## config.mk

```make
export PLATFORM = sky130hd
export DESIGN_NAME = buf_wr_arbiter_flat
export DESIGN_NICKNAME = d
export VERILOG_FILES = /design/src/rtl/buf_wr_arbiter_if.sv /design/src/rtl/buf_wr_arbiter.sv /design/src/flat_wrapper.sv
export SDC_FILE = /design/constraint.sdc
export NUM_CORES = 1
export LEC_CHECK = 0
export CAP_MARGIN = 20
export CORE_AREA = 2 2 432 434
export CTS_BUF_LIST = sky130_fd_sc_hd__clkbuf_2 sky130_fd_sc_hd__clkbuf_4 sky130_fd_sc_hd__clkbuf_8
export CTS_CLUSTER_SIZE = 40
export DETAILED_ROUTE_END_ITERATION = 16
export DIE_AREA = 0 0 434 436
export GPL_TIMING_DRIVEN = 0
export HOLD_SLACK_MARGIN = 0.12
export PLACE_DENSITY = 0.3
export SETUP_SLACK_MARGIN = 0.2
export SYNTH_ARGS = -nofsm -noshare
export SYNTH_HDL_FRONTEND = slang
export SYNTH_SLANG_ARGS = --single-unit
```

## constraint.sdc

```tcl
create_clock -name clk -period 41.3 [get_ports clk]
set_clock_uncertainty 0.1 [all_clocks]
set_input_delay 6.195 -clock clk [delete_from_list [all_inputs] [get_ports clk]]
set_output_delay 6.195 -clock clk [all_outputs]
set_load 0.02 [all_outputs]
```

## src/rtl/buf_wr_arbiter_if.sv

```systemverilog
// DMA-side read streams (DAT and WT) feeding the buffer write arbiter.
// The arbiter uses the slave modport; the DMA read engines use master.
interface buf_wr_arbiter_if #(
   parameter int unsigned ADDR_W = 16,
   parameter int unsigned DAT_W  = 256,
   parameter int unsigned WT_W   = 256
) ();
   logic              dat_valid;
   logic              dat_ready;
   logic              dat_last;
   logic [ADDR_W-1:0] dat_addr;
   logic [DAT_W-1:0]  dat_data;

   logic              wt_valid;
   logic              wt_ready;
   logic              wt_last;
   logic [ADDR_W-1:0] wt_addr;
   logic [WT_W-1:0]   wt_data;

   modport master (
      output dat_valid, dat_last, dat_addr, dat_data,
      output wt_valid, wt_last, wt_addr, wt_data,
      input  dat_ready, wt_ready
   );

   modport slave (
      input  dat_valid, dat_last, dat_addr, dat_data,
      input  wt_valid, wt_last, wt_addr, wt_data,
      output dat_ready, wt_ready
   );
endinterface

```

## src/rtl/buf_wr_arbiter.sv

```systemverilog
// Burst-granular round-robin arbiter putting DAT and WT beats onto the
// convolution buffer's single write path, with bank-range error flag.
module buf_wr_arbiter #(
   parameter int unsigned ADDR_W    = 16,
   parameter int unsigned BANK_AW   = 12,
   parameter int unsigned BANK_NUM  = 8,
   parameter int unsigned DAT_W     = 256,
   parameter int unsigned WT_W      = 256,
   parameter int unsigned BURST_MAX = 16,
   parameter int unsigned HOLD_TO   = 16
) (
   input  logic              clk,
   input  logic              rst,
   buf_wr_arbiter_if.slave   rd_if,
   output logic              dma2buf_DAT_wr_en,
   output logic [ADDR_W-1:0] dma2buf_DAT_wr_addr,
   output logic [DAT_W-1:0]  dma2buf_DAT_wr_data,
   output logic              dma2buf_WT_wr_en,
   output logic [ADDR_W-1:0] dma2buf_WT_wr_addr,
   output logic [WT_W-1:0]   dma2buf_WT_wr_data,
   input  logic              err_clr,
   output logic              addr_err,
   output logic              busy
);

   localparam int unsigned BANK_W  = ADDR_W - BANK_AW;
   localparam int unsigned BEAT_W  = $clog2(BURST_MAX + 1);
   localparam int unsigned STALL_W = (HOLD_TO > 1) ? $clog2(HOLD_TO) : 1;
   localparam logic [BEAT_W-1:0]  BEAT_SAT  = BEAT_W'(BURST_MAX);
   localparam logic [STALL_W-1:0] STALL_SAT = STALL_W'(HOLD_TO - 1);
   localparam logic SIDE_DAT = 1'b0;
   localparam logic SIDE_WT  = 1'b1;

   typedef enum logic [1:0] {
      IDLE    = 2'd0,
      GNT_DAT = 2'd1,
      GNT_WT  = 2'd2
   } state_e;

   state_e              state_q, state_d;
   logic                last_gnt_q, last_gnt_d;
   logic [BEAT_W-1:0]   beat_cnt_q, beat_cnt_d;
   logic [STALL_W-1:0]  stall_cnt_q, stall_cnt_d;
   logic                dat_ready_q, dat_ready_d;
   logic                wt_ready_q, wt_ready_d;
   logic                busy_q, busy_d;
   logic                dat_wr_en_q, dat_wr_en_d;
   logic [ADDR_W-1:0]   dat_wr_addr_q, dat_wr_addr_d;
   logic [DAT_W-1:0]    dat_wr_data_q, dat_wr_data_d;
   logic                wt_wr_en_q, wt_wr_en_d;
   logic [ADDR_W-1:0]   wt_wr_addr_q, wt_wr_addr_d;
   logic [WT_W-1:0]     wt_wr_data_q, wt_wr_data_d;
   logic                addr_err_q, addr_err_d;

   logic                dat_acc;
   logic                wt_acc;
   logic [BEAT_W-1:0]   beat_inc;
   logic                burst_full;
   logic                go_dat;
   logic                go_wt;
   logic [BANK_W-1:0]   dat_bank;
   logic [BANK_W-1:0]   wt_bank;
   logic                bank_bad;

   // Ready is a pure state decode, so acceptance is ready(state) & valid.
   assign dat_acc    = (state_q == GNT_DAT) & rd_if.dat_valid;
   assign wt_acc     = (state_q == GNT_WT) & rd_if.wt_valid;
   assign beat_inc   = (beat_cnt_q == BEAT_SAT) ? beat_cnt_q : beat_cnt_q + BEAT_W'(1);
   assign burst_full = (beat_inc == BEAT_SAT);
   assign dat_bank   = rd_if.dat_addr[ADDR_W-1:BANK_AW];
   assign wt_bank    = rd_if.wt_addr[ADDR_W-1:BANK_AW];
   assign bank_bad   = (dat_acc & (32'(dat_bank) >= BANK_NUM)) |
                       (wt_acc & (32'(wt_bank) >= BANK_NUM));

   always_comb begin
      state_d     = state_q;
      last_gnt_d  = last_gnt_q;
      beat_cnt_d  = beat_cnt_q;
      stall_cnt_d = stall_cnt_q;
      go_dat      = 1'b0;
      go_wt       = 1'b0;

      case (state_q)
         IDLE: begin
            if (rd_if.dat_valid && rd_if.wt_valid) begin
               go_dat = (last_gnt_q == SIDE_WT);
               go_wt  = (last_gnt_q == SIDE_DAT);
            end else begin
               go_dat = rd_if.dat_valid;
               go_wt  = rd_if.wt_valid;
            end
         end
         GNT_DAT: begin
            if (rd_if.dat_valid) begin
               beat_cnt_d  = beat_inc;
               stall_cnt_d = '0;
               if (rd_if.dat_last || (burst_full && rd_if.wt_valid)) begin
                  go_wt   = rd_if.wt_valid;
                  state_d = IDLE;
               end
            end else if (stall_cnt_q == STALL_SAT) begin
               go_wt = rd_if.wt_valid;
            end else begin
               stall_cnt_d = stall_cnt_q + STALL_W'(1);
            end
         end
         GNT_WT: begin
            if (rd_if.wt_valid) begin
               beat_cnt_d  = beat_inc;
               stall_cnt_d = '0;
               if (rd_if.wt_last || (burst_full && rd_if.dat_valid)) begin
                  go_dat  = rd_if.dat_valid;
                  state_d = IDLE;
               end
            end else if (stall_cnt_q == STALL_SAT) begin
               go_dat = rd_if.dat_valid;
            end else begin
               stall_cnt_d = stall_cnt_q + STALL_W'(1);
            end
         end
         default: state_d = IDLE;
      endcase

      // Grant entry overrides whatever the state branch decided.
      if (go_dat) begin
         state_d     = GNT_DAT;
         last_gnt_d  = SIDE_DAT;
         beat_cnt_d  = '0;
         stall_cnt_d = '0;
      end else if (go_wt) begin
         state_d     = GNT_WT;
         last_gnt_d  = SIDE_WT;
         beat_cnt_d  = '0;
         stall_cnt_d = '0;
      end

      dat_ready_d   = (state_d == GNT_DAT);
      wt_ready_d    = (state_d == GNT_WT);
      busy_d        = (state_d != IDLE);

      dat_wr_en_d   = dat_acc;
      dat_wr_addr_d = dat_acc ? rd_if.dat_addr : '0;
      dat_wr_data_d = dat_acc ? rd_if.dat_data : '0;
      wt_wr_en_d    = wt_acc;
      wt_wr_addr_d  = wt_acc ? rd_if.wt_addr : '0;
      wt_wr_data_d  = wt_acc ? rd_if.wt_data : '0;

      // A new bad beat wins over a simultaneous clear.
      addr_err_d = addr_err_q;
      if (err_clr)  addr_err_d = 1'b0;
      if (bank_bad) addr_err_d = 1'b1;
   end

   always_ff @(posedge clk or posedge rst) begin
      if (rst) begin
         state_q       <= IDLE;
         last_gnt_q    <= SIDE_WT;
         beat_cnt_q    <= '0;
         stall_cnt_q   <= '0;
         dat_ready_q   <= 1'b0;
         wt_ready_q    <= 1'b0;
         busy_q        <= 1'b0;
         dat_wr_en_q   <= 1'b0;
         dat_wr_addr_q <= '0;
         dat_wr_data_q <= '0;
         wt_wr_en_q    <= 1'b0;
         wt_wr_addr_q  <= '0;
         wt_wr_data_q  <= '0;
         addr_err_q    <= 1'b0;
      end else begin
         state_q       <= state_d;
         last_gnt_q    <= last_gnt_d;
         beat_cnt_q    <= beat_cnt_d;
         stall_cnt_q   <= stall_cnt_d;
         dat_ready_q   <= dat_ready_d;
         wt_ready_q    <= wt_ready_d;
         busy_q        <= busy_d;
         dat_wr_en_q   <= dat_wr_en_d;
         dat_wr_addr_q <= dat_wr_addr_d;
         dat_wr_data_q <= dat_wr_data_d;
         wt_wr_en_q    <= wt_wr_en_d;
         wt_wr_addr_q  <= wt_wr_addr_d;
         wt_wr_data_q  <= wt_wr_data_d;
         addr_err_q    <= addr_err_d;
      end
   end

   assign rd_if.dat_ready     = dat_ready_q;
   assign rd_if.wt_ready      = wt_ready_q;
   assign busy                = busy_q;
   assign addr_err            = addr_err_q;
   assign dma2buf_DAT_wr_en   = dat_wr_en_q;
   assign dma2buf_DAT_wr_addr = dat_wr_addr_q;
   assign dma2buf_DAT_wr_data = dat_wr_data_q;
   assign dma2buf_WT_wr_en    = wt_wr_en_q;
   assign dma2buf_WT_wr_addr  = wt_wr_addr_q;
   assign dma2buf_WT_wr_data  = wt_wr_data_q;

endmodule
```

## src/flat_wrapper.sv

```systemverilog
// flat-port wrapper written by rule: the top's interface ports become plain ports
module buf_wr_arbiter_flat 
#(
   parameter int unsigned ADDR_W    = 16,
   parameter int unsigned BANK_AW   = 12,
   parameter int unsigned BANK_NUM  = 8,
   parameter int unsigned DAT_W     = 256,
   parameter int unsigned WT_W      = 256,
   parameter int unsigned BURST_MAX = 16,
   parameter int unsigned HOLD_TO   = 16
)
  (clk, rst, dma2buf_DAT_wr_en, dma2buf_DAT_wr_addr, dma2buf_DAT_wr_data, dma2buf_WT_wr_en, dma2buf_WT_wr_addr, dma2buf_WT_wr_data, err_clr, addr_err, busy, rd_if_dat_valid, rd_if_dat_last, rd_if_dat_addr, rd_if_dat_data, rd_if_wt_valid, rd_if_wt_last, rd_if_wt_addr, rd_if_wt_data, rd_if_dat_ready, rd_if_wt_ready);
  buf_wr_arbiter_if #(.ADDR_W(ADDR_W), .DAT_W(DAT_W), .WT_W(WT_W)) rd_if_i ();
  input  logic clk;
  input  logic rst;
  output logic dma2buf_DAT_wr_en;
  output logic [ADDR_W-1:0] dma2buf_DAT_wr_addr;
  output logic [DAT_W-1:0] dma2buf_DAT_wr_data;
  output logic dma2buf_WT_wr_en;
  output logic [ADDR_W-1:0] dma2buf_WT_wr_addr;
  output logic [WT_W-1:0] dma2buf_WT_wr_data;
  input  logic err_clr;
  output logic addr_err;
  output logic busy;
  input wire logic [$bits(rd_if_i.dat_valid)-1:0] rd_if_dat_valid;
  input wire logic [$bits(rd_if_i.dat_last)-1:0] rd_if_dat_last;
  input wire logic [$bits(rd_if_i.dat_addr)-1:0] rd_if_dat_addr;
  input wire logic [$bits(rd_if_i.dat_data)-1:0] rd_if_dat_data;
  input wire logic [$bits(rd_if_i.wt_valid)-1:0] rd_if_wt_valid;
  input wire logic [$bits(rd_if_i.wt_last)-1:0] rd_if_wt_last;
  input wire logic [$bits(rd_if_i.wt_addr)-1:0] rd_if_wt_addr;
  input wire logic [$bits(rd_if_i.wt_data)-1:0] rd_if_wt_data;
  output wire logic [$bits(rd_if_i.dat_ready)-1:0] rd_if_dat_ready;
  output wire logic [$bits(rd_if_i.wt_ready)-1:0] rd_if_wt_ready;
  assign rd_if_i.dat_valid = rd_if_dat_valid;
  assign rd_if_i.dat_last = rd_if_dat_last;
  assign rd_if_i.dat_addr = rd_if_dat_addr;
  assign rd_if_i.dat_data = rd_if_dat_data;
  assign rd_if_i.wt_valid = rd_if_wt_valid;
  assign rd_if_i.wt_last = rd_if_wt_last;
  assign rd_if_i.wt_addr = rd_if_wt_addr;
  assign rd_if_i.wt_data = rd_if_wt_data;
  assign rd_if_dat_ready = rd_if_i.dat_ready;
  assign rd_if_wt_ready = rd_if_i.wt_ready;
  buf_wr_arbiter #(.ADDR_W(ADDR_W), .BANK_AW(BANK_AW), .BANK_NUM(BANK_NUM), .DAT_W(DAT_W), .WT_W(WT_W), .BURST_MAX(BURST_MAX), .HOLD_TO(HOLD_TO)) u_core (.clk(clk), .rst(rst), .rd_if(rd_if_i), .dma2buf_DAT_wr_en(dma2buf_DAT_wr_en), .dma2buf_DAT_wr_addr(dma2buf_DAT_wr_addr), .dma2buf_DAT_wr_data(dma2buf_DAT_wr_data), .dma2buf_WT_wr_en(dma2buf_WT_wr_en), .dma2buf_WT_wr_addr(dma2buf_WT_wr_addr), .dma2buf_WT_wr_data(dma2buf_WT_wr_data), .err_clr(err_clr), .addr_err(addr_err), .busy(busy));
endmodule
```

### After elaboration in Yosys (flattened, before gate mapping)

Index checks and enable logic that the tools add are counted.

| operators by class | value |
|---|---|
| add/subtract/negate cells | 2 |
| $lt $le $gt $ge | 2 |
| eq/ne operators | 9 |
| muxes and demuxes | 37 |
| bitwise gates (word level) | 6 |
| reductions and logical operators | 11 |

Operator list:

| cell | count |
|---|---|
| $mux W256 | 2 |
| $mux W16 | 2 |
| $mux W5 | 5 |
| $mux W4 | 5 |
| $mux W1 | 12 |
| $mux W2 | 6 |
| $eq A5 B5 Y1 const B | 2 |
| $pmux W5 S2 | 1 |
| $ge A4 B4 Y1 const B | 2 |
| $ne A4 B2 Y1 const B | 2 |
| $pmux W4 S2 | 1 |
| $pmux W2 S3 | 1 |
| $reduce_bool A2 Y1 | 3 |
| $add A5 B1 Y5 const B | 1 |
| $add A4 B1 Y4 const B | 1 |
| $and A1 B1 Y1 | 4 |
| $eq A2 B1 Y1 const B | 2 |
| $eq A2 B2 Y1 const B | 2 |
| $eq A4 B4 Y1 const B | 1 |
| $pmux W1 S2 | 2 |
| $reduce_bool A4 Y1 | 1 |
| $logic_and A1 B1 Y1 | 3 |
| $reduce_and A3 Y1 | 1 |
| $logic_not A2 Y1 | 1 |
| 3 further kinds | 4 |

| word-level totals | value |
|---|---|
| register bits | 562 |
| bits of input ports | 551 |
| output and inout bits | 550 |
| logic and storage cells | 81 |

### Longest topological paths before layout

Gate-level depths: netlist of run 1.

| logic depth | value |
|---|---|
| depth after elaboration | 11 |
| mapped depth | 8 |
| gate-level depth less buffers | 7 |

### Worst setup path before layout of run 1

OpenSTA, ideal clock, no wires.

| timing path | value |
|---|---|
| path type | input to register |
| from | in rd_if_wt_valid |
| to | reg u_core.busy_q (netlist: u_core.busy) |
| setup time | 124 ps |
| data arrival time | 7144 ps |
| data required time | 41076 ps |
| path slack | 33932 ps |
| stages | 6 |
| path buffers | 1 |
| cell sequence | buf_4 nand4b_1 a21oi_1 o21ai_0 o211ai_4 o21bai_1 |

| between the ends | value |
|---|---|
| cells in the longest elaborated chain, start to end | 8 |
| elaborated cells between the ends (all ways) | 18 |
| those cells by class | 14 x mux; 4 x reduce/logical |

Ends and longest elaborated chain:

| item | RTL line | text |
|---|---|---|
| from (decl) | flat_wrapper.sv:29 | `input wire logic [$bits(rd_if_i.wt_valid)-1:0] rd_if_wt_valid;` |
| $logic_and A1 B1 Y1 | buf_wr_arbiter.sv:97 | `if (rd_if.dat_last \|\| (burst_full && rd_if.wt_valid)) begin` |
| $logic_or A1 B1 Y1 | buf_wr_arbiter.sv:97 |  |
| $mux W2 or $mux W1 (tied branches) | buf_wr_arbiter.sv:97 |  |
| $mux W2 or $mux W1 (tied branches) | buf_wr_arbiter.sv:94 | `if (rd_if.dat_valid) begin` |
| $pmux W2 S3 or $pmux W1 S2 (tied branches) | buf_wr_arbiter.sv:83 | `case (state_q)` |
| $mux W2 | buf_wr_arbiter.sv:130 | `end else if (go_wt) begin` |
| $mux W2 (*) | buf_wr_arbiter.sv:125 | `if (go_dat) begin` |
| $reduce_bool A2 Y1 (*) | buf_wr_arbiter.sv:139 | `busy_d = (state_d != IDLE);` |
| via u_core.busy_d | buf_wr_arbiter.sv:46 | `logic busy_q, busy_d;` |
| to (signal assigned) | buf_wr_arbiter.sv:177 | `busy_q <= busy_d;` |
| to (decl) | buf_wr_arbiter.sv:46 |  |

Mark *: on every way through the listed nets, which the timed path passes. The rest lies on a longest branch.
A chain may end at the register's enable or synchronous reset.

### Worst setup path in the final report of run 1

| timing path | value |
|---|---|
| from | reg u_core.dat_wr_data_q[93] (netlist: u_core.dma2buf_DAT_wr_data[93]) |
| to | out dma2buf_DAT_wr_data[93] |

RTL lines:

| item | RTL line | text |
|---|---|---|
| from (decl) | buf_wr_arbiter.sv:49 | `logic [DAT_W-1:0] dat_wr_data_q, dat_wr_data_d;` |
| from (signal assigned) | buf_wr_arbiter.sv:180 | `dat_wr_data_q <= dat_wr_data_d;` |
| to (decl) | flat_wrapper.sv:18 | `output logic [DAT_W-1:0] dma2buf_DAT_wr_data;` |

No word-level cell between the ends.

==> out/metrics.cfg, run 1 <==
[outcome]
status = completed

[pwr]
clockPowerShare_pct = 38.1
p_comb_share_pct = 27.4
p_per_area_mw_per_mm2 = 51.85
seqPwrFrac_pct = 34.5
irDropWorstVdd_v = 0.00002168
p_switching_w = 0.0006162
intPower_w = 0.001239
p_leak_nw = 16.98
switching_share_pct = 33.21

[sta]
fin_hold_ws_ns = 0.4390
drv_slew = 0
fmax_mhz = 120.3
hold_violations = 0
tns_ns = 0
period_minus_slack_ns = 8.312
fin_crit_sh_pct = 20.13
rsz0062_at_grt = false
slew_headroom_pct = 31.13
worstMarginPinSlew_ns = 1.033
setup_violations = 0

[yosys]
async_flop_share_pct = 100.0
synth.distinct_cells = 41
synth-edff-count = 0
yosysWarningCount = 0
ys_seq_area_share_pct = 75.47
ys.flop_type = dfrtp_1
avgSynthCellArea_um2 = 14.04
syn_area_mm2 = 0.01864
syn_inst = 1327
syn_nets = 1885
synth-seq-cells = 562

[floorplanning]
start_util_pct = 10.09
die-width_um = 434
fp.dieArea_mm2 = 0.1892
pin_count = 1101
die_y_um = 436
core_area_mm2 = 0.1846
rows = 158

[layout]
layout-drive-gt1-share_pct = 9.535
layout_common_cells = clkdlybuf4s50_1 (1,100), dfrtp_1 (561), and3_1 (546)
fin_util_pct = 19.38
fin_area_mm2 = 0.03579
areaGrowthSynthToFinish_pct = 92.04
layoutNonFillerInstCount = 5158
final_common_cell = clkdlybuf4s50_1
nNetsFinal = 3117
num-fill-cells = 20380

[route]
post_drt_via_cell_ratio = 3.048
via_count = 15720
totalWireLength_um = 121100
drc = 0
routedWlPerCell_um = 23.47
ant_nets = 0
drt_first_pass_iters = 4
drtIter0Drc = 560

[global_route]
antenna_found_initial = 48
grt_pass1_wl_um = 159100
track_usage_pct = 12.52
gr-usage-met2_pct = 22.36
top_usage_layer = met2
met3_usage_pct = 5.654
met1_usage_pct = 12.70
grt_max_degree = 107
grt_overflow = 0
grt_pass1_vias = 17330

[job]
cap_violations = 0

[clock_network]
cts_tree = done
cts_setup_buffers = 0
clockBufferDepth = 3
cts_resized = 0
holdBufCountCts = 0
clock_sinks = 562
clk_latency_ns = 0.87
htreeDepth = 3
cts_root_buffer = clkbuf_8
clk_pin_slew_worst_paths_ns = 0.06
cts_made_buffers = 121

[placement]
dpl_cell_area_mm2 = 0.03295
dp_hpwl_um = 96750
gp_congestion = 0.8509
port-buffer-count = 1100
dpl.cell_count = 4916

[critical_path]
reg2reg_depth = 6
r2r_slack_ns = 38.32
endpoint_kind = output port
cp_top_family = buffers and inverters
path_cells = clkdlybuf4s50_1
cpPeakStageDelay_ns = 0.79
crit_buf_inv = 1
timing_worst_setup_path_type = flip-flop to output port
crit_fanout = 1
rr_startpoint = u_core.state_q[0]
worstPathArrival_ns = 2.02
startpoint_type = flip-flop
crit_slowest_cell = clkdlybuf4s50_1
required_ns = 35.01
r2r-end = u_core.dma2buf_WT_wr_data[241]
cp.depth = 1
startpoint = u_core.dma2buf_DAT_wr_data[93]

[hold_path]
worstHoldPathCells = 2
hold_start = u_core.addr_err
hold_path_class = flip-flop to flip-flop
hold_path_end = u_core.addr_err

==> state kept, by name (all words and copies together), names as in the netlist, 2 cells and up <==
register                    flops
u_core.beat_cnt_q               5
u_core.state_q                  2
u_core.dma2buf_DAT_wr_data    256
u_core.stall_cnt_q              4
u_core.dma2buf_WT_wr_data     256
u_core.dma2buf_WT_wr_addr      16
u_core.dma2buf_DAT_wr_addr     16
==> power by group through the flow <==
stage	registers [W]	logic [W]	clock network (W)
floorplan	0.000732	0.000122	0
global placement	0.000653	0.000524	0
detailed placement	0.000650	0.000525	0
CTS	0.000641	0.000527	0.000750
global route	0.000647	0.000546	0.000770
finish	0.000640	0.000508	0.000707
==> metal layers <==
metal | vias to the layer above | part of all wire, %
li1 | 7085 | -
met1 | 7730 | 35
met2 | 647 | 52
met3 | 216 | 9.9
met4 | 42 | 3.1
met5 | - | 0.23
==> through the flow <==
| step | setup slack (ns) | power [W] |
|---|---|---|
| after detailed placement | 32.15 | 0.001175 |
| after CTS | 32.74 | 0.001918 |
| after global placement | 8.199 | 0.001177 |
| final | 32.99 | 0.001856 |
| after floorplan | 19.29 | 0.0008541 |
| after global routing | 32.82 | 0.001963 |
==> cell usage after synthesis, drive strengths merged (2+ instances only) <==
library cell / n / area share, %
a211oi: 2 / 0.081
a21oi: 5 / 0.13
and2: 3 / 0.11
and3: 547 / 18
buf: 4 / 0.15
clkbuf: 120 / 2.4
dfrtp: 561 / 75
ha: 7 / 0.47
inv: 10 / 0.20
mux2i: 4 / 0.21
nand2: 11 / 0.22
nand2b: 3 / 0.10
nand3: 2 / 0.054
nand4: 2 / 0.067
nand4b: 3 / 0.14
nor2: 11 / 0.22
o211ai: 2 / 0.15
o21a: 4 / 0.16
o21ai: 7 / 0.25
xnor2: 2 / 0.094
xor2: 3 / 0.14
==> logic make-up (layout without fill, tap and decap cells) <==
kind of cell,after synthesis,count (layout),share of synthesized area (%)
AOI/OAI and AO/OA,28,28,1.209
xor gates and xnor gates,5,5,0.2350
adders and majority gates,7,7,0.4700
buffers and inverters,134,1471,2.773
DFF,562,562,75.47
muxes,4,4,0.2149
other,0,14,0
and+or+nand+nor,587,587,19.63
==> area by class of cell <==
| type | instances | area, um2 | share of cell area, % |
|---|---|---|---|
| diodes | 14 | 35.03 | 0.09790 |
| plain buffers | 124 | 479.2 | 1.339 |
| clock buffers | 196 | 2472 | 6.909 |
| clock inverters | 32 | 325.3 | 0.9090 |
| inverters | 10 | 45.04 | 0.1259 |
| multi-input cells | 631 | 4054 | 11.33 |
| flip-flops and latches | 562 | 14060 | 39.30 |
| well taps | 2480 | 3103 | 8.671 |
| repair buffers | 1109 | 11210 | 31.32 |
==> worst max path at each step <==
stage / slack (ns) / to
floorplan: 19.29 / u_core.addr_err
global placement: 8.20 / u_core.dma2buf_WT_wr_data[178]
detailed placement: 32.15 / u_core.addr_err
CTS: 32.74 / dma2buf_DAT_wr_data[99]
global route: 32.82 / rd_if_wt_ready
finish: 32.99 / dma2buf_DAT_wr_data[93]
No activity file was read; power rests on OpenSTA's default activity.
==> inputs of run 2 (changes only) <==
--- a/config.mk
+++ b/config.mk
@@ -6,11 +6,11 @@
 export NUM_CORES = 1
 export LEC_CHECK = 0
 export CAP_MARGIN = 20
-export CORE_AREA = 2 2 432 434
+export CORE_AREA = 2 2 435 437
 export CTS_BUF_LIST = sky130_fd_sc_hd__clkbuf_2 sky130_fd_sc_hd__clkbuf_4 sky130_fd_sc_hd__clkbuf_8
 export CTS_CLUSTER_SIZE = 40
 export DETAILED_ROUTE_END_ITERATION = 16
-export DIE_AREA = 0 0 434 436
+export DIE_AREA = 0 0 437 439
 export GPL_TIMING_DRIVEN = 0
 export HOLD_SLACK_MARGIN = 0.12
 export PLACE_DENSITY = 0.3
==> constraint.sdc (replaced) <==
create_clock -name clk -period 8.2 [get_ports clk]
set_clock_uncertainty 0.1 [all_clocks]
set_input_delay 1.23 -clock clk [delete_from_list [all_inputs] [get_ports clk]]
set_output_delay 1.23 -clock clk [all_outputs]
set_load 0.02 [all_outputs]
==> out/metrics.cfg, run 2 (same netlist as run 1, synthesis figures left out) <==
[outcome]
status = completed

[critical_path]
crit_slowest_cell = clkdlybuf4s50_1
worstPathArrival_ns = 2.04
crit_buf_inv = 1
required_ns = 6.87
endpoint_kind = output port
timing_worst_setup_path_type = flip-flop to output port
cpPeakStageDelay_ns = 0.87
cp_top_family = buffers and inverters
crit_fanout = 1
startpoint_type = flip-flop
path_cells = clkdlybuf4s50_1

[clock_network]
cts_resized = 0
clockBufferDepth = 3
clk_latency_ns = 0.86
cts_tree = done
holdBufCountCts = 0
cts_made_buffers = 116
cts_setup_buffers = 0
htreeDepth = 3
clk_pin_slew_worst_paths_ns = 0.05
cts_root_buffer = clkbuf_8
clock_sinks = 562

[layout]
layoutNonFillerInstCount = 5168
final_common_cell = clkdlybuf4s50_1
nNetsFinal = 3128
areaGrowthSynthToFinish_pct = 92.10
layout-drive-gt1-share_pct = 9.125
num-fill-cells = 20540
layout_common_cells = clkdlybuf4s50_1 (1,100), dfrtp_1 (561), and3_1 (546)

[placement]
gp_congestion = 0.8082
port-buffer-count = 1100
dp_hpwl_um = 100100
dpl_worst_slack_ns = 4.087
dpl.cell_count = 4946

[route]
routedWlPerCell_um = 23.79
post_drt_via_cell_ratio = 3.066
totalWireLength_um = 122900
via_count = 15850
drtIter0Drc = 592
ant_nets = 0
drt_first_pass_iters = 5
drc = 0

[sta]
drv_slew = 0
slew_headroom_pct = 31.05
fin_crit_sh_pct = 41.16
fmax_mhz = 296.3
tns_ns = 0
hold_violations = 0
period_minus_slack_ns = 3.375
worstMarginPinSlew_ns = 1.034
rsz0062_at_grt = false
setup_violations = 0
finalWorstSetupSlack_ns = 4.825
fin_hold_ws_ns = 0.4287

[floorplanning]
rows = 159
die-width_um = 437
die_y_um = 439
core_area_mm2 = 0.1870
start_util_pct = 9.965
pin_count = 1101
fp.dieArea_mm2 = 0.1918

[global_route]
grt_max_degree = 37
grt_pass1_vias = 17020
grt_overflow = 0
track_usage_pct = 12.41
antenna_found_initial = 53
grt_pass1_wl_um = 160500

[pwr]
clockPowerShare_pct = 36.2
irDropWorstVdd_v = 0.0001204
p_leak_nw = 16.94
seqPwrFrac_pct = 35.4
intPower_w = 0.006063
fin_total_pwr_w = 0.009110
p_per_area_mw_per_mm2 = 254.5
p_comb_share_pct = 28.4
switching_share_pct = 33.45
p_switching_w = 0.003047

[job]
cap_violations = 0

[hold_path]
hold_path_class = flip-flop to flip-flop

[run 2: layer usage]
metal / wire, um / GRT usage [%] / up-vias
li1: - / - / 7088
met3: 9893 / 4.830 / 205
met1: 46260 / 13.62 / 7905
met4: 3903 / 5.050 / 42
met5: 258 / 0 / -
met2: 62620 / 21.36 / 605
[run 2: area by class of cell]
| cell class | instances | area, um2 | area share (%) |
|---|---|---|---|
| buffer | 124 | 479.2 | 1.339 |
| tap | 2495 | 3122 | 8.720 |
| antenna | 21 | 52.55 | 0.1468 |
| inverter | 10 | 41.29 | 0.1153 |
| timing repair buffer | 1125 | 11480 | 32.08 |
| multi-input combinational | 631 | 4054 | 11.32 |
| clock buffer | 185 | 2265 | 6.326 |
| clock inverter | 15 | 235.2 | 0.6571 |
| sequential | 562 | 14060 | 39.29 |
[run 2: path summary, 6_finish.rpt]
kind / start / endpoint / slack, ns / cells past startpoint
max: u_core.dma2buf_DAT_wr_data[101] / dma2buf_DAT_wr_data[101] / 4.83 / 1
min: u_core.addr_err / u_core.addr_err / 0.43 / 2
max reg2reg: u_core.state_q[0] / u_core.dma2buf_WT_wr_data[199] / 5.27 / 6
min reg2reg: u_core.addr_err / u_core.addr_err / 0.43 / 2
max in group asynchronous: rst / u_core.dma2buf_WT_wr_data[217] / 5.63 / 8
min in group asynchronous: rst / u_core.dma2buf_DAT_wr_data[53] / 0.57 / 2
[run 2: power groups by stage]
stage | Sequential [W] | Combinational [W] | Clock, W
after floorplan | 0.00369 | 0.000617 | 0
after global placement | 0.00329 | 0.00263 | 0
after detailed placement | 0.00328 | 0.00265 | 0
after CTS | 0.00323 | 0.00266 | 0.00350
after global routing | 0.00326 | 0.00276 | 0.00361
final | 0.00323 | 0.00259 | 0.00330
[run 2: worst register-to-register path, cell delays in order, from the launching register on]
cell      delay, ns
dfrtp_1        0.40
inv_1          0.17
ha_1           0.17
clkbuf_1       0.40
clkbuf_1       0.71
clkbuf_1       0.50
and3_1         0.40
[run 2: through the flow]
step	instance area, um2	utilization [%]
finish	35800	19.14
global route	35770	19.13
CTS	35730	19.11
detailed placement	33230	17.77
global placement	32770	17.52
floorplan	18640	-
==> inputs of run 3 (changes only) <==
--- a/config.mk
+++ b/config.mk
@@ -6,11 +6,11 @@
 export NUM_CORES = 1
 export LEC_CHECK = 0
 export CAP_MARGIN = 20
-export CORE_AREA = 2 2 435 437
+export CORE_AREA = 2 2 433 435
 export CTS_BUF_LIST = sky130_fd_sc_hd__clkbuf_2 sky130_fd_sc_hd__clkbuf_4 sky130_fd_sc_hd__clkbuf_8
 export CTS_CLUSTER_SIZE = 40
 export DETAILED_ROUTE_END_ITERATION = 16
-export DIE_AREA = 0 0 437 439
+export DIE_AREA = 0 0 435 437
 export GPL_TIMING_DRIVEN = 0
 export HOLD_SLACK_MARGIN = 0.12
 export PLACE_DENSITY = 0.3
==> constraint.sdc (replaced) <==
create_clock -name clk -period 2.9 [get_ports clk]
set_clock_uncertainty 0.1 [all_clocks]
set_input_delay 0.435 -clock clk [delete_from_list [all_inputs] [get_ports clk]]
set_output_delay 0.435 -clock clk [all_outputs]
set_load 0.02 [all_outputs]
==> out/metrics.cfg, run 3 (same netlist as run 1, synthesis figures left out) <==
[outcome]
status = completed

[clock_network]
cts_made_buffers = 119
clk_pin_slew_worst_paths_ns = 0.06
cts_tree = done
clock_sinks = 562
cts_root_buffer = clkbuf_8
clk_latency_ns = 0.89
clockBufferDepth = 3
htreeDepth = 3

[job]
cap_violations = 0

[pwr]
switching_share_pct = 33.13
irDropWorstVdd_v = 0.0003856
clockPowerShare_pct = 36.8
intPower_w = 0.01808
p_leak_nw = 19.43
p_per_area_mw_per_mm2 = 653.0
p_comb_share_pct = 29.5
p_switching_w = 0.008958
seqPwrFrac_pct = 33.8
fin_total_pwr_w = 0.02704

[critical_path]
endpoint_kind = output port
path_cells = clkdlybuf4s50_1
timing_worst_setup_path_type = flip-flop to output port
rr_startpoint = u_core.state_q[0]
startpoint = u_core.dma2buf_WT_wr_data[12]
cp_top_family = buffers and inverters
cp.depth = 1
crit_end = dma2buf_WT_wr_data[12]
required_ns = 2.37
r2r_slack_ns = 0.36
r2r-end = u_core.dma2buf_WT_wr_data[90]
crit_slowest_cell = clkdlybuf4s50_1
cpPeakStageDelay_ns = 0.68
crit_fanout = 1
reg2reg_depth = 7
startpoint_type = flip-flop
crit_buf_inv = 1
worstPathArrival_ns = 2.03

[floorplanning]
pin_count = 1101
die-width_um = 435
core_area_mm2 = 0.1850
rows = 158
die_y_um = 437
fp.dieArea_mm2 = 0.1901
start_util_pct = 10.07

[layout]
layout_common_cells = clkdlybuf4s50_1 (1,081), dfrtp_1 (561), and3_1 (546)
nNetsFinal = 3672
layout-drive-gt1-share_pct = 8.320
final_common_cell = clkdlybuf4s50_1
fin_util_pct = 22.38
areaGrowthSynthToFinish_pct = 122.2
fin_area_mm2 = 0.04141

[route]
post_drt_via_cell_ratio = 3.148
totalWireLength_um = 125800
drc = 0
via_count = 17990
drtIter0Drc = 727
drt_first_pass_iters = 4
routedWlPerCell_um = 22.00
ant_nets = 0

[sta]
drv_slew = 0
rsz0062_at_grt = false
period_minus_slack_ns = 2.567
setup_violations = 0
fmax_mhz = 389.6
fin_crit_sh_pct = 88.51
hold_violations = 0
slew_headroom_pct = 40.46
worstMarginPinSlew_ns = 0.8931
fin_hold_ws_ns = 0.2618

[global_route]
grt_max_degree = 37
grt_overflow = 0
track_usage_pct = 12.91
grt_pass1_wl_um = 169700
antenna_found_initial = 52
grt_pass1_vias = 19980

[placement]
dp_hpwl_um = 100100
port-buffer-count = 1100
dpl_cell_area_mm2 = 0.03323
gp_congestion = 0.8168

[hold_path]
hold_start = rd_if_wt_data[54]
hold_path_class = primary input to flip-flop

-- run 3: cell count changes in the layout (fill, tap and decap cells not counted), sizes merged --
cell           before   now
clkdlybuf4s50    1100  1081
diode              21    27
dlygate4sd2         0    19
clkbuf            305   317
clkinvlp            3     2
bufinv              4     6
dlygate4sd3         0   540
buf                29    30
clkinv              4     7
-- run 3: final cells by class --
type / instances / area [um2]
tap: 2480 / 3103
fill: 20130 / 143600
buffer: 124 / 491.7
antenna: 27 / 67.56
clock inverter: 19 / 287.8
multi-input combinational: 631 / 4054
clock buffer: 197 / 2417
inverter: 10 / 41.29
timing repair buffer: 1666 / 16880
sequential: 562 / 14060
-- run 3: how the worst min path moves through the flow --
stage | end | cells after the start
floorplan | u_core.last_gnt_q | 1
global placement | u_core.addr_err | 2
detailed placement | u_core.addr_err | 2
CTS | u_core.dma2buf_WT_wr_data[54] | 2
global route | u_core.dma2buf_WT_wr_data[85] | 2
finish | u_core.dma2buf_WT_wr_data[54] | 2
-- run 3: metal layers --
metal,up-vias,GRT usage (%),part of all wire (%)
li1,8202,-,-
met5,-,0,0.13
met4,24,5.561,3.7
met2,686,22.94,52
met3,203,4.078,7.5
met1,8879,14.05,37
-- run 3: timing repair --
action / CTS / global route
setup endpoints to repair: 164 / 25
endpoints found under the hold margin: 638 / 0
gates resized for setup: 26 / 2
setup buffers: 0 / 2
hold buffers: 540 / 0
-- run 3: power by group through the flow --
stage          logic (W)  clock network, W  registers [W]
3_5_place_dp     0.00753                 0        0.00926
3_3_place_gp     0.00747                 0        0.00931
6_report         0.00797           0.00994        0.00913
4_1_cts          0.00822            0.0105        0.00914
2_1_floorplan    0.00174                 0         0.0104
5_1_grt          0.00853            0.0108        0.00923
-- run 3: metrics by stage --
step | setup TNS, ns | instances | worst slack [ns]
after CTS | 0 | 5687 | 0.2012
after detailed placement | -13.98 | 4931 | -0.7241
after global routing | 0 | 5700 | 0.2043
after global placement | -6232.31 | 4907 | -11.12
final | 0 | 5716 | 0.3331
after floorplan | -2968.52 | 1327 | -5.286
